File: src/rtl/aes_pkg.sv
// Shared AES key-schedule definitions: round constants, row-major byte
// addressing and the key-schedule sequencer states.
package aes_pkg;

  typedef enum logic [2:0] {
    KS_IDLE,
    KS_ISS0,
    KS_ISS1,
    KS_ISS2,
    KS_ISS3,
    KS_FIN
  } ks_state_t;

  // Out-of-range rounds deliberately map to 00 rather than flagging an error.
  function automatic logic [7:0] rcon(input logic [3:0] round);
    case (round)
      4'd1:    rcon = 8'h01;
      4'd2:    rcon = 8'h02;
      4'd3:    rcon = 8'h04;
      4'd4:    rcon = 8'h08;
      4'd5:    rcon = 8'h10;
      4'd6:    rcon = 8'h20;
      4'd7:    rcon = 8'h40;
      4'd8:    rcon = 8'h80;
      4'd9:    rcon = 8'h1b;
      4'd10:   rcon = 8'h36;
      default: rcon = 8'h00;
    endcase
  endfunction

  function automatic int unsigned byte_msb(input int unsigned row, input int unsigned col);
    return 127 - 32 * row - 8 * col;
  endfunction

endpackage

File: src/rtl/keyexp_inv.sv
// Inverse AES-128 key-schedule step: K(r) -> K(r-1), using an external shared
// forward S-box with one-cycle read latency.
//
// state   | meaning
// IDLE    | waiting for start_in; latches key_in/round_in on accept
// ISS0    | look up w3 row 1
// ISS1    | look up w3 row 2, capture t[0]
// ISS2    | look up w3 row 3, capture t[1]
// ISS3    | look up w3 row 0, capture t[2]
// FIN     | t[3] live from sbox_out, form K(r-1), pulse ready_out
module keyexp_inv
  import aes_pkg::*;
(
  input  logic         clk,
  input  logic         rst,
  input  logic         start_in,
  input  logic [127:0] key_in,
  input  logic [3:0]   round_in,
  input  logic [7:0]   sbox_out,
  output logic [127:0] key_out,
  output logic         ready_out,
  output logic         busy_out,
  output logic [7:0]   sbox_in,
  output logic         sbox_en_de_in,
  output logic         ce,
  output logic         re
);

  ks_state_t    state_q, state_d;
  logic [127:0] key_q, key_d;
  logic [3:0]   round_q, round_d;
  logic [23:0]  t_q, t_d;
  logic [127:0] kout_q, kout_d;

  logic [31:0]  w_in [4];
  logic [31:0]  w_new [4];
  logic [127:0] key_new;

  // Columns w4..w7 of K(r) land in w_in[0..3]; w_new[0..3] is w0..w3 of K(r-1).
  always_comb begin
    for (int c = 0; c < 4; c++) begin
      for (int r = 0; r < 4; r++) begin
        w_in[c][31-8*r -: 8] = key_q[byte_msb(r, c) -: 8];
      end
    end
    w_new[3] = w_in[3] ^ w_in[2];
    w_new[2] = w_in[2] ^ w_in[1];
    w_new[1] = w_in[1] ^ w_in[0];
    w_new[0] = w_in[0] ^ {t_q, sbox_out} ^ {rcon(round_q), 24'h000000};
    for (int c = 0; c < 4; c++) begin
      for (int r = 0; r < 4; r++) begin
        key_new[byte_msb(r, c) -: 8] = w_new[c][31-8*r -: 8];
      end
    end
  end

  always_ff @(posedge clk) begin
    if (rst) begin
      state_q <= KS_IDLE;
      key_q   <= '0;
      round_q <= '0;
      t_q     <= '0;
      kout_q  <= '0;
    end else begin
      state_q <= state_d;
      key_q   <= key_d;
      round_q <= round_d;
      t_q     <= t_d;
      kout_q  <= kout_d;
    end
  end

  always_comb begin
    state_d   = state_q;
    key_d     = key_q;
    round_d   = round_q;
    t_d       = t_q;
    kout_d    = kout_q;
    sbox_in   = 8'h00;
    ce        = 1'b0;
    ready_out = 1'b0;
    busy_out  = (state_q != KS_IDLE);
    case (state_q)
      KS_IDLE: begin
        if (start_in) begin
          key_d   = key_in;
          round_d = round_in;
          state_d = KS_ISS0;
        end
      end
      KS_ISS0: begin
        sbox_in = w_new[3][23:16];
        ce      = 1'b1;
        state_d = KS_ISS1;
      end
      KS_ISS1: begin
        sbox_in      = w_new[3][15:8];
        ce           = 1'b1;
        t_d[23:16]   = sbox_out;
        state_d      = KS_ISS2;
      end
      KS_ISS2: begin
        sbox_in      = w_new[3][7:0];
        ce           = 1'b1;
        t_d[15:8]    = sbox_out;
        state_d      = KS_ISS3;
      end
      KS_ISS3: begin
        sbox_in      = w_new[3][31:24];
        ce           = 1'b1;
        t_d[7:0]     = sbox_out;
        state_d      = KS_FIN;
      end
      KS_FIN: begin
        ready_out = 1'b1;
        kout_d    = key_new;
        state_d   = KS_IDLE;
      end
      default: state_d = KS_IDLE;
    endcase
  end

  // FIN bypasses the register so the result is visible in the ready cycle.
  assign key_out       = (state_q == KS_FIN) ? key_new : kout_q;
  assign re            = ce;
  assign sbox_en_de_in = 1'b1;

endmodule

File: config.mk
export PLATFORM = sky130hd
export DESIGN_NAME = keyexp_inv
export DESIGN_NICKNAME = d
export VERILOG_FILES = /design/src/rtl/aes_pkg.sv /design/src/rtl/keyexp_inv.sv
export SDC_FILE = /design/constraint.sdc
export NUM_CORES = 1
export LEC_CHECK = 0
export ABC_CLOCK_PERIOD_IN_PS = 2000
export CORE_MARGIN = 5
export CORE_UTILIZATION = 45
export CTS_CLUSTER_DIAMETER = 50
export DETAILED_ROUTE_END_ITERATION = 10
export HOLD_SLACK_MARGIN = 0.15
export PLACE_DENSITY = 0.76
export SLEW_MARGIN = 10
export SYNTH_ARGS = -nofsm -noshare
export SYNTH_HDL_FRONTEND = slang
export SYNTH_SLANG_ARGS = --single-unit
export TNS_END_PERCENT = 100
File: constraint.sdc
create_clock -name clk -period 2 [get_ports clk]
set_clock_uncertainty 0.1 [all_clocks]
set_input_delay 0.4 -clock clk [delete_from_list [all_inputs] [get_ports clk]]
set_output_delay 0.4 -clock clk [all_outputs]
set_load 0.01 [all_outputs]
==> results of run 1 <==
[power breakdown]
group / switching, mW / leakage [nW] / internal, mW
logic: 1.43 / 4.49 / 1.22
registers: 0.280 / 2.40 / 6.15
clock network: 2.59 / 0.604 / 4.16
[cells in the final DEF, fill, tap and decap left out, drive strengths merged, types with 6 or more instances in the layout]
cell type        n
nor2b          129
o221ai           8
o21ai          128
a21oi          160
nand2          441
inv              7
clkbuf          59
xor2             8
clkinv           6
clkdlybuf4s50  141
o22a             8
dfxtp          295
xnor2          130
buf            292
[routing by layer]
layer | track usage (%) | vias up | share of wire (%) | routed length [um]
met5 | 0 | - | 0 | 0
met4 | 11.5 | 0 | 4.6 | 2070
met3 | 5.54 | 123 | 6.9 | 3140
met2 | 43.6 | 492 | 50 | 22500
met1 | 32.4 | 5644 | 39 | 17700
li1 | - | 5464 | - | -
[how the worst max path moves through the flow]
stage	from	to	slack (ps)	depth (start not counted)
detailed placement	sbox_out[5]	key_out[29]	-470	4
global route	state_q[0]$_SDFFE_PP0P_	key_out[100]	-560	9
floorplan	state_q[1]$_SDFFE_PP0P_	sbox_in[6]	40	7
global placement	sbox_out[5]	key_out[29]	-510	4
CTS	state_q[0]$_SDFFE_PP0P_	key_out[90]	-730	8
finish	state_q[0]$_SDFFE_PP0P_	key_out[100]	-530	9
[final cells by class]
type,instances,share of cell area (%)
Timing Repair Buffer,449,24.7
Sequential cell,295,30.3
Antenna cell,2,0.0256
Multi-Input combinational cell,1048,36.5
Inverter,3,0.0576
Tap cell,341,2.18
Clock inverter,16,1.09
Clock buffer,47,5.24
[cells by family (layout without fill, tap and decap cells)]
| logic type | after synthesis | in the layout | share of synthesized area (%) |
|---|---|---|---|
| compound gates | 310 | 310 | 13.6 |
| xor+xnor | 138 | 138 | 10.0 |
| fa+ha+maj | 4 | 4 | 0.415 |
| buf+inv | 104 | 515 | 4.96 |
| flops | 295 | 295 | 48.9 |
| mux | 2 | 2 | 0.166 |
| other cells | 1 | 3 | 0.0311 |
| simple gates | 593 | 593 | 21.8 |
[per-stage QoR]
step / worst slack (ps) / hold WS, ps / std cells / instance area (sq um) / total power [mW]
floorplan: 44.7 / 348 / 1447 / 12100 / 7.67
global placement: -508 / 355 / 2047 / 15500 / 8.51
detailed placement: -474 / 360 / 2047 / 15500 / 8.55
CTS: -733 / 321 / 2170 / 17900 / 15.6
global route: -557 / 334 / 2201 / 19500 / 16.3
finish: -534 / 331 / 2201 / 19500 / 15.8
[worst reg2reg max path, stage by stage, from the launching register on]
cell	delay (ps)
dfxtp_4	360
buf_6	120
buf_8	120
buf_6	120
nor4b_4	300
buf_4	210
buf_4	170
mux2i_1	230
buf_4	180
mux2i_1	250
nor2_1	80
[synth_stat cells, types with 4 or more instances]
library cell	number
nand2_1	441
buf_6	16
o221ai_1	8
xnor2_1	130
nor2b_1	129
o21ai_0	128
ha_1	4
buf_4	16
clkbuf_1	47
a21oi_1	157
buf_2	22
o22a_1	8
nor2_1	5
xor2_1	8
dfxtp_1	295
[timing repair]
item,in CTS,in global routing
cloned,16,11
gates resized for setup,962,313
endpoints found under the setup margin,205,251
endpoints found under the hold margin,13,0
hold buffers,1,0
pin swaps,26,61
buffers inserted,44,32
[flip-flops by register name, indices dropped and copies added, names as in the netlist, named ones only]
signal and cells:
key_q 128, kout_q 128, state_q 3, t_q 24
round_q 4
==> metrics.yaml, run 1 <==
ys_ff_latch: 295
grt_max_degree: 133
cpPeakStageDelay_ps: 340
final_util_pct: 73.3
synth_top_cell_by_area: "dfxtp_1"
crit_top_cell: "buf_6"
setup_slack_ps: -534
cts_tree: "built"
core-area_sq_um: 26700
powerDensity_nw_per_um2: 810
cp-end-kind: "output port"
crit_type: "reg2out"
relSlewSlack_pct: 55.2
viasPerCell: 5.33
final_nets: 1980
fin_crit_ps: 2530
ys_seq_area_share_pct: 48.9
multi_input_area_sq_um: 7130
tightest_slew_ps: 672
cts_made_buffers: 36
grt_overflow: 0
slowest_stage: "dfxtp_2"
vdd_drop_max_uv: 647
rsz0062_at_grt: "yes"
finalSetupViolCount: 277
synth_cells: 1447
die_x_um: 174
synth_top_cell_area_share_pct: 48.9
cp.arrival_ps: 2030
htree_levels: 2
drt_iter0_drc: 977
cp_num_buf_inv: 7
r2r-start: "state_q[2]$_SDFFE_PP0P_"
outcome: "finished, violations left"
syn_nets: 1594
routabilityCongestion: 0.846
start_util_pct: 45.3
grt_usage_pct: 26.1
netlist_area_sq_um: 12100
first_global_vias: 11418
synth.avg_cell_area_sq_um: 8.34
clock_latency_ps: 520
wl_per_cell_um: 20.7
cpLargestDelayFamily: "buffers and inverters"
drt_pre_antenna_iters: 5
hold_viol_final: 0
worstPathMaxFanout: 6
rr_worst_depth: 10
clock-sinks: 295
hold-path-cell-count: 3
portBuffers: 282
dp_hpwl_um: 25600
hold_path_class: "in2reg"
critPathRequiredTime_ps: 1500
synth_top_flop_cell: "dfxtp_1"
route.antenna.remaining_nets: 0
synth-async-reset-ratio_pct: 0
drc: 0
antenna_found_initial: 2
vias: 11723
area_growth_pct: 62.0
ios: 284
setup_tns_ps: -72430
drt-total-wl_um: 45500
cts_root_buf: "clkbuf_16"
drive_above_1_share_pct: 32.5
violations: "setup timing"
synth-edff-count: 0
drv_cap: 0
nFillCells: 1743
p_leak_nw: 7.49
min_to: "key_q[126]$_SDFFE_PP0N_"
final.period_utilization_pct: 127
synthTopCellsByArea: "dfxtp_1 (49%), nand2_1 (14%), xnor2_1 (9.4%)"
die_h_um: 174
startpoint_type: "flip-flop"
yosysWarnings: 0
dieArea_sq_um: 30200
holdCritStartpoint: "key_in[126]"
max_freq_ghz: 0.395
reg2reg_slack_ps: -370
grt_pass1_wl_um: 63000
fp-row-count: 60
cp_cell_sequence: "buf_6, nand3b_4, buf_8, buf_12, buf_16, buf_12, buf_6, o21ai_4, buf_6"
clk_path_buf_depth: 3
seqCellArea_sq_um: 5910
clkTransAtPathRegs_ps: 60
final_max_slew_viol_count: 0
ys_types: 37
Note: power is estimated with default switching activity, not from simulation.
==> run 2, diff against run 1 <==
--- a/config.mk
+++ b/config.mk
@@ -9,6 +9,7 @@
 export CORE_MARGIN = 5
 export CORE_UTILIZATION = 45
 export CTS_CLUSTER_DIAMETER = 50
+export CTS_CLUSTER_SIZE = 25
 export DETAILED_ROUTE_END_ITERATION = 10
 export HOLD_SLACK_MARGIN = 0.15
 export PLACE_DENSITY = 0.76
==> metrics.yaml, run 2 (synthesized netlist as in run 1, its figures left out) <==
max_freq_ghz: 0.405
swShare_pct: 28.1
powerDensity_nw_per_um2: 784
cp_cell_sequence: "buf_6, nand3b_4, buf_12, buf_8, buf_8, clkbuf_16, o21ai_4, buf_6"
start_util_pct: 45.3
p_leak_nw: 7.90
crit_type: "reg2out"
core-area_sq_um: 26700
grt_max_degree: 133
p_int_mw: 11.6
ios: 284
crit_path_start: "state_q[0]$_SDFFE_PP0P_"
cpPeakStageDelay_ps: 350
setup_slack_ps: -466
hold_path_class: "in2reg"
hold_viol_final: 0
violations: "setup timing"
worstSetupEndpoint: "key_out[27]"
nFillCells: 1566
viasPerCell: 5.44
relSlewSlack_pct: 55.2
drt-total-wl_um: 48700
critPathRequiredTime_ps: 1500
grt_pass1_wl_um: 60000
reg2reg_slack_ps: -150
die_x_um: 174
tightest_slew_ps: 672
clkTransAtPathRegs_ps: 70
routabilityCongestion: 0.846
cp.arrival_ps: 1970
final_common_cell: "nand2_1"
clock_latency_ps: 500
holdCritStartpoint: "key_in[114]"
cp_num_cells: 8
vias: 12140
wl_per_cell_um: 21.9
cp_num_buf_inv: 6
clock-sinks: 295
cts_tree: "built"
fin_crit_ps: 2470
drv_cap: 0
clkPwrFrac_pct: 42.8
worstPathMaxFanout: 4
first_global_vias: 10925
power_switching_mw: 4.56
startpoint_type: "flip-flop"
setup_tns_ps: -54460
cpLargestDelayFamily: "buffers and inverters"
antenna_found_initial: 3
outcome: "finished, violations left"
portBuffers: 282
die_h_um: 174
dieArea_sq_um: 30200
p_comb_share_pct: 17.4
drc: 0
rsz0062_at_grt: "yes"
cp-end-kind: "output port"
final.period_utilization_pct: 123
cts_root_buf: "clkbuf_16"
slowest_stage: "dfxtp_2"
rr_worst_depth: 8
mostFrequentLayoutCells: "nand2_1 (317), dfxtp_1 (292), a21oi_1 (153)"
dp_hpwl_um: 25600
r2r-start: "state_q[2]$_SDFFE_PP0P_"
drt_iter0_drc: 984
area_growth_pct: 71.2
route.antenna.remaining_nets: 0
final_max_slew_viol_count: 0
drt_pre_antenna_iters: 6
finalSetupViolCount: 202
vdd_drop_max_uv: 610
final_nets: 2007
hold_ws_ps: 336
clk_path_buf_depth: 3
reg2reg_to: "key_q[79]$_SDFFE_PP0N_"
cts_made_buffers: 34
top_regs: "key_q: 128 flops, kout_q: 128 flops, t_q: 24 flops"
htree_levels: 2
seqCellArea_sq_um: 5910
grt_overflow: 0
fp-row-count: 60
drive_above_1_share_pct: 36.3
grt_usage_pct: 24.5
p_seq_share_pct: 39.8
multi_input_area_sq_um: 7620
run 2: cell types whose count changed in the layout (fill, tap and decap cells not counted), moves of 4 or more:
| cell | before | now |
|---|---|---|
| buf_6 | 99 | 138 |
| nand2_1 | 355 | 317 |
| nand2_4 | 46 | 84 |
| buf_2 | 62 | 41 |
| o21ai_4 | 69 | 86 |
| clkbuf_16 | 46 | 60 |
| o21ai_1 | 11 | 1 |
| buf_8 | 18 | 9 |
| buf_12 | 22 | 29 |
| o21ai_2 | 48 | 41 |
| buf_4 | 78 | 83 |
| clkbuf_8 | 6 | 2 |
| xnor2_1 | 130 | 126 |
| xnor2_2 | 0 | 4 |
run 2: layout make-up:
class | count | area share, %
tap | 341 | 2.07
clock buffer | 41 | 4.65
inverter | 3 | 0.0545
clock inverter | 21 | 1.52
antenna | 3 | 0.0363
timing repair buffer | 477 | 26.2
multi-input combinational | 1049 | 36.9
sequential | 295 | 28.6
run 2: worst reg2reg max path, stage by stage, from the launching register on:
cell	delay [ps]
dfxtp_4	380
buf_6	130
buf_8	130
or4b_4	610
buf_6	170
buf_12	140
buf_16	150
nand2_1	100
a21oi_1	110
run 2: how the worst min path moves through the flow:
stage                               to  slack [ps]  depth (start not counted)
6_report       key_q[114]$_SDFFE_PP0N_         340                          3
5_1_grt        key_q[114]$_SDFFE_PP0N_         340                          3
4_1_cts         key_q[44]$_SDFFE_PP0N_         330                          3
3_5_place_dp     key_q[6]$_SDFFE_PP0N_         360                          2
3_3_place_gp    key_q[38]$_SDFFE_PP0N_         350                          2
2_1_floorplan     t_q[16]$_SDFFE_PP0P_         350                          2
run 2: what timing repair did:
| action | CTS | global route |
|---|---|---|
| gates resized for setup | 670 | 717 |
| buffers inserted | 24 | 61 |
| endpoints found under the hold margin | 15 | 0 |
| hold buffers | 1 | 0 |
| pin swaps | 18 | 118 |
| endpoints found under the setup margin | 206 | 273 |
| gates cloned | 12 | 33 |
run 2: per-stage QoR:
step | setup slack [ps] | cells | instance area, sq um | utilization (%) | total power [mW]
floorplan | 44.7 | 1447 | 12100 | - | 7.67
detailed placement | -474 | 2047 | 15500 | 58.0 | 8.55
CTS | -761 | 2146 | 17500 | 65.6 | 15.5
global route | -526 | 2230 | 20700 | 77.5 | 16.7
finish | -466 | 2230 | 20700 | 77.5 | 16.2
global placement | -508 | 2047 | 15500 | 58.0 | 8.51
run 2: power groups by stage:
| stage | Combinational, mW | Sequential [mW] | Clock (mW) |
|---|---|---|---|
| floorplan | 1.20 | 6.47 | 0 |
| global placement | 1.98 | 6.53 | 0 |
| detailed placement | 2.01 | 6.54 | 0 |
| CTS | 2.15 | 6.41 | 6.95 |
| global route | 2.97 | 6.47 | 7.25 |
| finish | 2.81 | 6.44 | 6.94 |
run 2: routing by layer:
metal,GRT usage (%),up-vias,wire length (um)
li1,-,5530,-
met1,31.1,5897,19000
met2,41.6,555,24300
met3,4.99,158,3160
met4,8.84,0,2300
met5,0,-,0
==> run 3, diff against run 2 <==
--- a/config.mk
+++ b/config.mk
@@ -8,9 +8,10 @@
 export ABC_CLOCK_PERIOD_IN_PS = 2000
 export CORE_MARGIN = 5
 export CORE_UTILIZATION = 45
-export CTS_CLUSTER_DIAMETER = 50
+export CTS_CLUSTER_DIAMETER = 60
 export CTS_CLUSTER_SIZE = 25
 export DETAILED_ROUTE_END_ITERATION = 10
+export GPL_TIMING_DRIVEN = 0
 export HOLD_SLACK_MARGIN = 0.15
 export PLACE_DENSITY = 0.76
 export SLEW_MARGIN = 10
==> metrics.yaml, run 3 (synthesized netlist as in run 1, its figures left out) <==
place_ws_ps: -935
htree_levels: 1
postCtsHoldBufs: 0
mostFrequentLayoutCells: "nand2_1 (389), dfxtp_1 (292), a21oi_1 (157)"
violations: "setup timing"
vdd_drop_max_uv: 508
vias: 11013
portBuffers: 282
holdCritStartpoint: "key_in[115]"
core-area_sq_um: 26700
clock-sinks: 295
die_x_um: 174
final_nets: 1930
finalSetupViolCount: 148
route.antenna.remaining_nets: 0
fin_crit_ps: 2490
grt_overflow: 0
fp-row-count: 60
clkTransAtPathRegs_ps: 90
hold_path_class: "in2reg"
antenna_found_initial: 0
dp_hpwl_um: 29000
viasPerCell: 5.15
grt_max_degree: 23
relSlewSlack_pct: 47.1
final_util_pct: 64.4
max_freq_ghz: 0.402
powerDensity_nw_per_um2: 786
drive_above_1_share_pct: 25.6
worstPathMaxFanout: 10
slowest_stage: "dfxtp_2"
setup_slack_ps: -485
stdcell_area_sq_um: 17200
cts_root_buf: "clkbuf_16"
n_antenna_cell: 0
ios: 284
hold-path-cell-count: 3
area_growth_pct: 42.2
multi_input_area_sq_um: 6510
postPlaceCellArea_sq_um: 15300
die_h_um: 174
dieArea_sq_um: 30200
r2r-start: "state_q[1]$_SDFFE_PP0P_"
drv_cap: 0
use_met1_pct: 31.9
grt_most_used_layer: "met2"
reg2reg_slack_ps: -140
layout.cells.non_filler: 2140
min_to: "key_q[115]$_SDFFE_PP0N_"
startpoint_type: "flip-flop"
met3_usage_pct: 4.32
drc: 0
outcome: "finished, violations left"
drt_iter0_drc: 769
nFillCells: 2166
cts_made_buffers: 22
grt_pass1_wl_um: 59100
cp_cell_sequence: "buf_6, nand3b_4, buf_12, clkbuf_16, buf_8, nand2_1, o21ai_4, buf_2"
final.period_utilization_pct: 124
seqCellArea_sq_um: 5910
routabilityCongestion: 0.881
first_global_vias: 10703
hold_viol_final: 0
crit_type: "reg2out"
p_leak_nw: 6.54
critPathRequiredTime_ps: 1500
final_max_slew_viol_count: 0
cp-end-kind: "output port"
clock_latency_ps: 530
cp.arrival_ps: 1990
start_util_pct: 45.3
met2_usage_pct: 40.8
cpPeakStageDelay_ps: 350
rsz0062_at_grt: "yes"
dp.cells: 2070
clk_path_buf_depth: 3
setup_tns_ps: -59580
wl_per_cell_um: 18.9
final_common_cell: "nand2_1"
drt_pre_antenna_iters: 5
top_regs: "key_q: 128 flops, kout_q: 128 flops, t_q: 24 flops"
tightest_slew_ps: 793
rr_worst_depth: 10
cts_tree: "built"
grt_usage_pct: 24.3
drt-total-wl_um: 40400
[run 3: repair_timing]
item,4_1_cts,5_1_grt
pin swaps,5,22
gates resized for setup,651,413
setup buffers,2,24
gates cloned,0,6
endpoints found under the setup margin,392,275
[run 3: report_power, final]
part	switching, mW	total [mW]	internal (mW)
logic	1.25	2.35	1.09
clock network	2.34	4.72	2.38
registers	0.291	6.43	6.14
[run 3: worst max-delay path: cells and delay by family (launching register included)]
kind | cells | cell delay (ps)
buf+inv | 5 | 780
flops | 1 | 350
compound gates | 1 | 80
simple gates | 2 | 240
[run 3: routing by layer]
metal | wire length, um | vias up | part of all wire [%]
met5 | 0 | - | 0
met4 | 1250 | 0 | 3.1
met3 | 2370 | 69 | 5.9
met2 | 19700 | 362 | 49
met1 | 17100 | 5225 | 42
li1 | - | 5357 | -
[run 3: area by class of cell]
type | instances | share of cell area [%]
clock inverter | 16 | 1.01
timing repair buffer | 314 | 15.5
multi-input combinational | 1048 | 37.9
buffer | 99 | 5.11
inverter | 3 | 0.0656
sequential | 295 | 34.5
tap | 341 | 2.49
clock buffer | 24 | 3.43
[run 3: metrics by stage]
stage / power, mW / hold WS (ps)
3_3_place_gp: 8.50 / 356
6_report: 13.5 / 319
5_1_grt: 14.0 / 313
3_5_place_dp: 8.54 / 361
4_1_cts: 13.3 / 300
2_1_floorplan: 7.67 / 348
[run 3: worst max-delay path by stage]
stage	slack (ps)	startpoint	end	cells past startpoint
4_1_cts	-610	state_q[1]$_SDFFE_PP0P_	sbox_in[7]	6
5_1_grt	-530	state_q[0]$_SDFFE_PP0P_	key_out[37]	8
2_1_floorplan	40	state_q[1]$_SDFFE_PP0P_	sbox_in[6]	7
3_5_place_dp	-930	state_q[0]$_SDFFE_PP0P_	key_out[34]	8
6_report	-490	state_q[0]$_SDFFE_PP0P_	key_out[69]	8
3_3_place_gp	-960	state_q[0]$_SDFFE_PP0P_	key_out[42]	8
